[config.mk]
export PLATFORM = sky130hd
export DESIGN_NAME = mccu
export DESIGN_NICKNAME = d
export VERILOG_FILES = /design/src/rtl/mccu_pkg.sv /design/src/rtl/mccu_decode.sv /design/src/rtl/mccu.sv
export SDC_FILE = /design/constraint.sdc
export NUM_CORES = 1
export LEC_CHECK = 0
export ABC_CLOCK_PERIOD_IN_PS = 3000
export CORE_MARGIN = 4
export CORE_UTILIZATION = 33
export CTS_BUF_LIST = sky130_fd_sc_hd__clkbuf_4
export CTS_CLUSTER_DIAMETER = 200
export CTS_CLUSTER_SIZE = 30
export DETAILED_ROUTE_END_ITERATION = 10
export HOLD_SLACK_MARGIN = 0.1
export SLEW_MARGIN = 20
export SYNTH_ARGS = -nofsm -noshare
export SYNTH_HDL_FRONTEND = slang
export SYNTH_SLANG_ARGS = --single-unit
[constraint.sdc]
create_clock -name clk -period 3 [get_ports clk]
set_clock_uncertainty 0.1 [all_clocks]
set_input_delay 0.9 -clock clk [delete_from_list [all_inputs] [get_ports clk]]
set_output_delay 0.9 -clock clk [all_outputs]
set_load 0.02 [all_outputs]
[src/rtl/mccu_pkg.sv]
// mccu_pkg: opcodes, op classes, states, ALU codes and the static decode shared by the multi-cycle CU.
package mccu_pkg;
  typedef enum logic [3:0] {
    C_NOP, C_ALU_R, C_SHIFT, C_MUL, C_ALU_I, C_LOAD, C_STORE, C_BEQ, C_BNE, C_JUMP, C_ILLEGAL
  } op_class_t;
  typedef enum logic [2:0] {
    S_FETCH = 3'd0, S_DECODE = 3'd1, S_EXEC = 3'd2, S_MEM = 3'd3, S_WB = 3'd4, S_MULW = 3'd5
  } state_t;
  localparam logic [3:0] ALU_ADD = 4'b0000;
  localparam logic [3:0] ALU_SUB = 4'b0001;
  localparam logic [3:0] ALU_AND = 4'b0010;
  localparam logic [3:0] ALU_OR  = 4'b0011;
  localparam logic [3:0] ALU_XOR = 4'b0100;
  localparam logic [3:0] ALU_SLL = 4'b1110;
  localparam logic [3:0] ALU_SRL = 4'b1100;
  localparam logic [3:0] ALU_SRA = 4'b1000;
  localparam logic [5:0] OPC_R0    = 6'b000000;
  localparam logic [5:0] OPC_R1    = 6'b000001;
  localparam logic [5:0] OPC_SHIFT = 6'b000010;
  localparam logic [5:0] OPC_MUL   = 6'b000011;
  localparam logic [5:0] OPC_ADDI  = 6'b000101;
  localparam logic [5:0] OPC_ANDI  = 6'b001001;
  localparam logic [5:0] OPC_ORI   = 6'b001010;
  localparam logic [5:0] OPC_XORI  = 6'b001011;
  localparam logic [5:0] OPC_SUBI  = 6'b001100;
  localparam logic [5:0] OPC_LW    = 6'b001101;
  localparam logic [5:0] OPC_SW    = 6'b001110;
  localparam logic [5:0] OPC_BEQ   = 6'b001111;
  localparam logic [5:0] OPC_BNE   = 6'b010000;
  localparam logic [5:0] OPC_J     = 6'b010001;
  localparam logic [5:0] F_ADD = 6'd1;
  localparam logic [5:0] F_SUB = 6'd2;
  localparam logic [5:0] F_AND = 6'd3;
  localparam logic [5:0] F_OR  = 6'd4;
  localparam logic [5:0] F_XOR = 6'd5;
  localparam logic [5:0] F_SLL = 6'd1;
  localparam logic [5:0] F_SRL = 6'd2;
  localparam logic [5:0] F_SRA = 6'd3;
  localparam logic [5:0] F_MUL = 6'd1;
  typedef struct packed {
    op_class_t  cls;
    logic [3:0] aluc;
    logic       aluimm;
    logic       shift;
    logic       sext;
    logic       sst;
  } dec_t;
  function automatic dec_t decode_op(input logic [11:0] op);
    logic [5:0] opc;
    logic [5:0] fn;
    dec_t d;
    opc = op[11:6];
    fn = op[5:0];
    d = '{C_ILLEGAL, ALU_ADD, 1'b0, 1'b0, 1'b0, 1'b0};
    case (opc)
      OPC_R0, OPC_R1: begin
        d.cls = (fn >= F_ADD && fn <= F_XOR) ? C_ALU_R : C_ILLEGAL;
        d.aluc = fn == F_SUB ? ALU_SUB : fn == F_AND ? ALU_AND : fn == F_OR ? ALU_OR :
                 fn == F_XOR ? ALU_XOR : ALU_ADD;
      end
      OPC_SHIFT: begin
        d.cls = (fn >= F_SLL && fn <= F_SRA) ? C_SHIFT : C_ILLEGAL;
        d.aluc = fn == F_SRL ? ALU_SRL : fn == F_SRA ? ALU_SRA : ALU_SLL;
        d.shift = 1'b1;
      end
      OPC_MUL: d.cls = fn == F_MUL ? C_MUL : C_ILLEGAL;
      OPC_ADDI: d = '{C_ALU_I, ALU_ADD, 1'b1, 1'b0, 1'b1, 1'b1};
      OPC_ANDI: d = '{C_ALU_I, ALU_AND, 1'b1, 1'b0, 1'b0, 1'b1};
      OPC_ORI:  d = '{C_ALU_I, ALU_OR,  1'b1, 1'b0, 1'b0, 1'b1};
      OPC_XORI: d = '{C_ALU_I, ALU_XOR, 1'b1, 1'b0, 1'b0, 1'b1};
      OPC_SUBI: d = '{C_ALU_I, ALU_SUB, 1'b1, 1'b0, 1'b1, 1'b1};
      OPC_LW:   d = '{C_LOAD,  ALU_ADD, 1'b1, 1'b0, 1'b1, 1'b1};
      OPC_SW:   d = '{C_STORE, ALU_ADD, 1'b1, 1'b0, 1'b1, 1'b0};
      OPC_BEQ:  d = '{C_BEQ,   ALU_SUB, 1'b0, 1'b0, 1'b1, 1'b0};
      OPC_BNE:  d = '{C_BNE,   ALU_SUB, 1'b0, 1'b0, 1'b1, 1'b0};
      OPC_J:    d = '{C_JUMP,  ALU_ADD, 1'b0, 1'b0, 1'b0, 1'b0};
      default: ;
    endcase
    return d;
  endfunction
endpackage

[src/rtl/mccu_decode.sv]
// mccu_decode: combinational op field -> op class and static datapath controls.
module mccu_decode
  import mccu_pkg::*;
(
  input  logic [11:0] op,
  output dec_t        dec
);
  assign dec = decode_op(op);
endmodule

[src/rtl/mccu.sv]
// mccu: multi-cycle control unit sequencing FETCH/DECODE/EXEC/MEM/MULW/WB with memory handshakes.
module mccu
  import mccu_pkg::*;
#(
  parameter int OP_W    = 12,
  parameter int ALUC_W  = 4,
  parameter int MUL_LAT = 4,
  parameter int ST_W    = 3
) (
  input  logic              clk,
  input  logic              rst,
  input  logic [OP_W-1:0]   op,
  input  logic              z,
  input  logic              imem_rdy,
  input  logic              dmem_rdy,
  output logic              imem_req,
  output logic              dmem_req,
  output logic              pc_we,
  output logic              ir_we,
  output logic [1:0]        pcsource,
  output logic              cu_m2reg,
  output logic              cu_wmem,
  output logic              cu_shift,
  output logic              cu_aluimm,
  output logic              cu_wreg,
  output logic              cu_sext,
  output logic              cu_sst,
  output logic [ALUC_W-1:0] cu_aluc,
  output logic              mul_start,
  output logic              instret,
  output logic              illegal,
  output logic [ST_W-1:0]   state
);
  dec_t dec, dr;
  state_t st;
  logic [7:0] cnt;
  logic rst_d, act, xs, taken, is_br;
  mccu_decode u_dec (.op({op[OP_W-1 -: 6], op[5:0]}), .dec(dec));
  // The FSM idles in FETCH for the cycle after reset so every output stays low there.
  always_ff @(posedge clk) begin
    rst_d <= rst;
    if (rst) begin
      st <= S_FETCH;
      cnt <= '0;
      dr <= '{C_NOP, 4'd0, 1'b0, 1'b0, 1'b0, 1'b0};
    end else if (!rst_d) begin
      case (st)
        S_FETCH: if (imem_rdy) st <= S_DECODE;
        S_DECODE: begin
          dr <= dec;
          st <= dec.cls == C_ILLEGAL ? S_FETCH : S_EXEC;
        end
        S_EXEC: begin
          if (dr.cls == C_MUL) cnt <= 8'(MUL_LAT - 1);
          st <= (dr.cls == C_LOAD || dr.cls == C_STORE) ? S_MEM :
                (dr.cls == C_MUL && MUL_LAT > 1) ? S_MULW :
                (dr.cls == C_BEQ || dr.cls == C_BNE || dr.cls == C_JUMP) ? S_FETCH : S_WB;
        end
        S_MEM: if (dmem_rdy) st <= dr.cls == C_STORE ? S_FETCH : S_WB;
        S_MULW: begin
          cnt <= cnt - 8'd1;
          if (cnt == 8'd1) st <= S_WB;
        end
        S_WB: st <= S_FETCH;
        default: st <= S_FETCH;
      endcase
    end
  end
  assign act = !rst && !rst_d;
  assign xs = st == S_EXEC || st == S_MEM || st == S_MULW || st == S_WB;
  assign taken = (dr.cls == C_BEQ && z) || (dr.cls == C_BNE && !z);
  assign is_br = dr.cls == C_BEQ || dr.cls == C_BNE || dr.cls == C_JUMP;
  assign imem_req = act && st == S_FETCH;
  assign ir_we = imem_req && imem_rdy;
  assign pc_we = ir_we || (act && st == S_EXEC && (taken || dr.cls == C_JUMP));
  assign pcsource = (!act || st != S_EXEC) ? 2'b00 : dr.cls == C_JUMP ? 2'b11 : taken ? 2'b01 : 2'b00;
  assign dmem_req = act && st == S_MEM;
  assign cu_wmem = dmem_req && dr.cls == C_STORE;
  assign cu_wreg = act && st == S_WB;
  assign cu_m2reg = cu_wreg && dr.cls == C_LOAD;
  assign cu_aluc = (act && xs) ? ALUC_W'(dr.aluc) : '0;
  assign cu_aluimm = act && xs && dr.aluimm;
  assign cu_shift = act && xs && dr.shift;
  assign cu_sext = act && xs && dr.sext;
  assign cu_sst = act && xs && dr.sst;
  assign mul_start = act && st == S_EXEC && dr.cls == C_MUL;
  assign instret = act && (st == S_WB || (st == S_EXEC && is_br) ||
                           (st == S_MEM && dmem_rdy && dr.cls == C_STORE));
  assign illegal = act && st == S_DECODE && dec.cls == C_ILLEGAL;
  assign state = act ? ST_W'(st) : '0;
endmodule

==> run_results.csv, run 1 <==
group,metric,value,unit
cells_and_area,post-route-util,54.8,%
drt,drt_wl_total,5.36,mm
floorplan,ioPinCount,40,
worst_setup_path,critical_path_class,"input port to primary output",
cts,htree_levels,1,
synth,synth_ff_type,"dfxtp_1",
cts,cts_num_sinks,24,
cts,clockRootBuffer,"clkbuf_4",
sta,tightest_slew,0.441,ns
drt,vias,2052,
synth,yosysSeqAreaShare,26.0,%
place,globalplace.congestion,0.889,
global_route,grt.total_usage,14.8,%
drt,drtAntennaViolNets,0,
synth,synth_edf_count,0,
min_path,hold_depth,2,
status,run_status,"complete, but fails checks",
drt,drc,0,
global_route,grt_pass1_wl,8.78,mm
cts,tritoncts,"done",
sta,hold_viol,0,
synth,yosysUniqueCellTypes,55,
synth,yosysWarnings,0,
cells_and_area,fillers,517,
worst_setup_path,cp.required,2.00,ns
synth,syn-cell-area,1850,um2
sta,max_freq,308,MHz
sta,rsz0062_at_grt,"true",
synth,synth-seq-cells,24,
drt,vias_per_cell,5.12,
sta,period_share,108,%
synth,ys_async_sr_fraction,0,%
drt,drt-pass1-iter-count,4,
floorplan,initial_core_util,35.1,%
pwr,ir_worst_vdd,0.200,mV
global_route,gr-total-overflow,0,
sta,min_period,3.25,ns
cells_and_area,diodes,0,
global_route,grt_pass1_vias,1963,
drt,wl_per_cell,13.4,um
sta,finalMaxSlewViolations,0,
cts,hold_buffers,0,
cts,cts-buffers-inserted,3,
worst_setup_path,crit_fanout,3,
place,port_buffers,39,
min_path,hp-class,"register to register",
floorplan,placementRows,26,
status,violations,"negative setup slack",
cells_and_area,multi_input_area,1410,um2
cells_and_area,num-nets-final,351,
cts,clock_path_buffers,2,
pwr,leakage,1.18,nW
cells_and_area,seqCellArea,480,um2
flow_run,drv_cap,0,
cts,clock_latency,0.33,ns
floorplan,die-width,82.8,um
cts,clkSlewWorstSetupHoldPaths,0.12,ns
floorplan,die_y,82.8,um
synth,syn_area_per_cell,7.70,um2
drt,drt_iter0_drc,71,
sta,slew_headroom,69.9,%
worst_setup_path,cp-end-kind,"primary output",
cells_and_area,drive_gt1_share,39.3,%
synth,syn_nets,259,
floorplan,core_area,5270,um2
floorplan,die_area,6860,um2
worst_setup_path,start_kind,"input port",
sta,setup_ws,-0.251,ns
global_route,grt_max_degree,21,
global_route,antenna_found_initial,0,
worst_setup_path,r2r_slack,0.99,ns
synth,synth_cells,240,
pwr,p_total,0.785,mW
pwr,power_density,272,nW/um2
cells_and_area,syn2layout_area_growth,56.3,%
worst_setup_path,arrival,2.25,ns
worst_setup_path,worst_r2r_path_depth,7,
place,dp_hpwl,3.83,mm
sta,setup_viol,4,
-- registers in the layout, indices dropped and copies added, names as in the netlist --
signal  cells
st          3
rst_d       1
dr         12
cnt         8
-- area by class of cell --
type	count	share of cell area (%)
inverters	8	1.04
multi-input cells	191	48.9
well taps	70	3.03
clock buffers	3	0.780
repair buffers	104	28.6
clock inverters	1	1.04
flip-flops and latches	24	16.6
-- final timing paths --
path                      start                   to
min reg2reg  dr[1]$_SDFFE_PP0P_   dr[1]$_SDFFE_PP0P_
max                       op[5]              illegal
max reg2reg  st[1]$_SDFFE_PP0P_  cnt[5]$_SDFFE_PP0P_
min          dr[1]$_SDFFE_PP0P_   dr[1]$_SDFFE_PP0P_
-- cell families (layout without fill, tap and decap cells) --
logic type | Yosys count | count (layout) | share of synthesized area, %
XOR/XNOR | 10 | 10 | 4.74
flip-flops | 24 | 24 | 26.0
AND/OR/NAND/NOR | 118 | 118 | 36.7
adder cells (fa/ha/maj) | 2 | 2 | 1.35
multiplexers | 2 | 2 | 1.08
buffers and inverters | 25 | 116 | 7.04
AO/OA/AOI/OAI | 59 | 59 | 23.1
-- power by group --
group	leakage (nW)	internal, mW	switching, mW
Clock	0.0279	0.135	0.0994
Sequential	0.194	0.327	0.00721
Combinational	0.954	0.109	0.107
-- through the flow --
step	instances	instance area, um2	hold WS, ns	setup slack, ns	TNS, ns
finish	401	2890	0.359	-0.251	-0.437
global route	401	2890	0.389	-0.305	-0.723
CTS	401	2830	0.363	-0.202	-0.517
detailed placement	382	2650	0.345	-1.05	-16.03
global placement	382	2650	0.342	-1.04	-16.23
floorplan	240	1900	0.332	-0.200	-0.200
-- synthesized netlist by cell type, drive strengths merged, types with 2 or more instances --
cell      n  share of area, %
nand2    16               3.2
o31ai     2              0.81
or3       3               1.0
o211ai    5               2.0
o21a      2              0.81
inv       8               1.6
nor3      6               1.9
a311oi    5               2.4
ha        2               1.4
a31oi     3               1.0
mux2i     2               1.1
nand3     7               2.2
nor2b     2              0.68
and3b     3               1.4
clkbuf    5               1.0
nor4      7               2.7
a21oi    18               4.9
xnor2     9               4.3
dfxtp    24                26
buf      12               4.4
o21ai     4               1.1
and2     15               5.1
or4       2              0.81
nor4b     6               3.5
nor3b     4               1.9
or2       3               1.0
and3      2              0.68
nand2b    5               1.7
nor2     33               6.7
a211oi    7               2.8
a2111oi   2               1.3
-- timing repair --
| item | in CTS | in global routing |
|---|---|---|
| endpoints found under the hold margin | 0 | 0 |
| gates resized for setup | 139 | 23 |
| pin swaps | 12 | 13 |
| buffers inserted | 15 | 0 |
| endpoints found under the setup margin | 23 | 7 |
-- cells in the final DEF (no fill, tap or decap), drive strengths merged, types with 2 or more instances in the layout --
cell,Yosys,layout
a2111oi,2,2
a211oi,7,7
a21oi,18,18
a311oi,5,5
a31oi,3,3
and2,15,15
and3,2,2
and3b,3,3
buf,12,88
clkbuf,5,5
clkdlybuf4s15,0,4
clkdlybuf4s50,0,6
dfxtp,24,24
dlygate4sd2,0,4
ha,2,2
inv,8,8
mux2i,2,2
nand2,16,16
nand2b,5,5
nand3,7,7
nor2,33,33
nor2b,2,2
nor3,6,6
nor3b,4,4
nor4,7,7
nor4b,6,6
o211ai,5,5
o21a,2,2
o21ai,4,4
o31ai,2,2
or2,3,3
or3,3,3
or4,2,2
xnor2,9,9
-- per-layer routing --
layer	track usage (%)	up-vias	part of all wire, %
li1	-	1056	-
met1	17.8	928	45
met2	25.7	57	49
met3	3.07	11	4.6
met4	5.35	0	1.8
met5	0	-	0
-- worst max-delay path, stage by stage --
cell and delay (ns):
buf_6 0.10, nor3_4 0.25, nand3_4 0.13, o211a_1 0.26, a311oi_2 0.34, nor4b_2 0.10, buf_4 0.17
Power figures use the tool's default switching activity.
==> run 2: changes to the inputs <==
--- a/config.mk
+++ b/config.mk
@@ -12,6 +12,7 @@
 export CTS_CLUSTER_DIAMETER = 200
 export CTS_CLUSTER_SIZE = 30
 export DETAILED_ROUTE_END_ITERATION = 10
+export DONT_BUFFER_PORTS = 1
 export HOLD_SLACK_MARGIN = 0.1
 export SLEW_MARGIN = 20
 export SYNTH_ARGS = -nofsm -noshare
==> run 2 against run 1 <==
  * The run still ends with negative setup slack left
  * Total power decreased by 13%
  * Fmax up 5.0%
  * Hold slack worse by 0.00083 ns
  * Combinational power is 49% lower
  * Clock-buffer cell count stayed put
  * Critical path type unchanged
  * Clock power hardly changed
  * Setup slack better by 0.16 ns
  * Sequential share of layout area increased by 5.6 points
==> run_results.csv, run 2 (synthesis results as in run 1) <==
group,metric,value,unit
sta,rsz0062_at_grt,"true",
global_route,grt_max_degree,23,
floorplan,die_y,82.8,um
worst_setup_path,critPathTopFamily,"simple AND/OR/NAND/NOR gates",
worst_setup_path,crit_fanout,7,
cells_and_area,top_regs,"dr (12), cnt (8), st (3)",
sta,min_period,3.09,ns
cells_and_area,drive_gt1_share,21.3,%
worst_setup_path,cp.required,2.00,ns
cells_and_area,final_cell_mix,"33 x nor2_1, 26 x buf_4, 23 x dfxtp_1",
sta,max_freq,323,MHz
worst_setup_path,max_stage_delay,0.37,ns
cts,clock_path_buffers,2,
min_path,hold_depth,2,
drt,drtAntennaViolNets,0,
cts,htree_levels,1,
status,violations,"negative setup slack",
pwr,power_density,315,nW/um2
floorplan,die_area,6860,um2
min_path,hold_start,"dr[1]$_SDFFE_PP0P_",
sta,slew_headroom,69.7,%
floorplan,initial_core_util,35.1,%
cts,clkSlewWorstSetupHoldPaths,0.13,ns
min_path,hp-class,"register to register",
cells_and_area,syn2layout_area_growth,17.0,%
global_route,grt_pass1_vias,1649,
worst_setup_path,start_kind,"input port",
cells_and_area,num-nets-final,273,
sta,finalMaxSlewViolations,0,
min_path,whs_endpoint,"dr[1]$_SDFFE_PP0P_",
drt,drt-pass1-iter-count,4,
cts,clock_latency,0.31,ns
place,globalplace.congestion,0.827,
drt,vias_per_cell,5.24,
floorplan,ioPinCount,40,
status,run_status,"complete, but fails checks",
worst_setup_path,arrival,2.09,ns
sta,setup_ws,-0.0949,ns
global_route,gr-total-overflow,0,
pwr,leakage,0.761,nW
floorplan,core_area,5270,um2
worst_setup_path,r2r-start,"st[2]$_SDFFE_PP0P_",
worst_setup_path,r2r_end,"st[1]$_SDFFE_PP0P_",
sta,setup_viol,1,
drt,drt_iter0_drc,63,
worst_setup_path,worst_r2r_path_depth,5,
global_route,grt.total_usage,12.7,%
cells_and_area,final_common_cell,"nor2_1",
cts,tritoncts,"done",
place,port_buffers,0,
drt,drt_wl_total,4.30,mm
place,dp_hpwl,3.31,mm
worst_setup_path,path_cells,"or3_4 > nand3_2 > o211a_1 > a311oi_2 > nor4b_2 > buf_4",
sta,period_share,103,%
worst_setup_path,cp_slowest_cell,"or3_4",
floorplan,placementRows,26,
floorplan,die-width,82.8,um
cells_and_area,diodes,0,
flow_run,drv_cap,0,
drt,vias,1691,
global_route,grt_pass1_wl,7.62,mm
worst_setup_path,cp-end-kind,"primary output",
cells_and_area,design_area,2160,um2
drt,drc,0,
drt,wl_per_cell,13.3,um
worst_setup_path,path_buf_inv,1,
cts,cts_num_sinks,24,
sta,tightest_slew,0.454,ns
place,placed_area,2080,um2
cts,clockRootBuffer,"clkbuf_4",
cts,cts_setup_buffers,0,
cells_and_area,largest_reg_flops,12,
sta,hold_viol,0,
pwr,ir_worst_vdd,0.141,mV
global_route,antenna_found_initial,0,
pwr,p_total,0.682,mW
cells_and_area,top_register,"dr",
cells_and_area,fillers,566,
worst_setup_path,r2r_slack,1.09,ns
cts,hold_buffers,0,
worst_setup_path,critical_path_class,"input port to primary output",
cts,cts-buffers-inserted,3,
-- run 2: cell types whose count changed in the layout (fill, tap and decap cells not counted), sizes merged --
| cell | delta |
|---|---|
| buf | -62 |
| clkbuf | -2 |
| clkdlybuf4s15 | -4 |
| clkdlybuf4s50 | -6 |
| dlygate4sd2 | -4 |
-- run 2: per-stage QoR --
stage | std cells | TNS [ns] | worst slack, ns | hold WS, ns | util, %
3_5_place_dp | 319 | -0.134 | -0.134 | 0.340 | 39.5
4_1_cts | 323 | -0.122 | -0.122 | 0.359 | 40.6
3_3_place_gp | 319 | -0.129 | -0.129 | 0.334 | 39.5
2_1_floorplan | 240 | -0.200 | -0.200 | 0.332 | -
5_1_grt | 323 | -0.167 | -0.167 | 0.387 | 41.0
6_report | 323 | -0.0949 | -0.0949 | 0.358 | 41.0
-- run 2: area by class of cell --
| cell class | instances | area (um2) | share of cell area, % |
|---|---|---|---|
| multi-input cells | 191 | 1320 | 60.8 |
| flip-flops and latches | 24 | 482 | 22.3 |
| repair buffers | 26 | 195 | 9.03 |
| well taps | 70 | 87.6 | 4.05 |
| clock inverters | 1 | 30.0 | 1.39 |
| inverters | 8 | 30.0 | 1.39 |
| clock buffers | 3 | 22.5 | 1.04 |
-- run 2: power breakdown --
group	switching [mW]	internal (mW)	total, mW
logic	0.0578	0.0532	0.111
registers	0.0107	0.327	0.338
clock network	0.0981	0.135	0.233
-- run 2: tightest hold or removal path, stage by stage, from the launching register on --
cell,delay (ns)
dfxtp_1,0.33
nand2_1,0.05
a21oi_1,0.05
-- run 2: worst max path at each step --
| stage | from | to | cells past startpoint |
|---|---|---|---|
| after floorplan | op[1] | illegal | 6 |
| after global placement | op[5] | illegal | 6 |
| after detailed placement | op[2] | illegal | 6 |
| after CTS | op[2] | illegal | 6 |
| after global routing | op[2] | illegal | 6 |
| final | op[2] | illegal | 6 |
-- run 2: what timing repair did --
action                     4_1_cts  5_1_grt
resized for setup                1        5
setup endpoints to repair        1        5
pin swaps                        1        0
-- run 2: per-layer routing --
layer | track usage, % | vias to the layer above | routed length (um)
met5 | 0 | - | 0
met1 | 15.5 | 749 | 2000
met2 | 21.1 | 41 | 1920
met4 | 2.23 | 0 | 31
met3 | 5.25 | 4 | 354
li1 | - | 897 | -
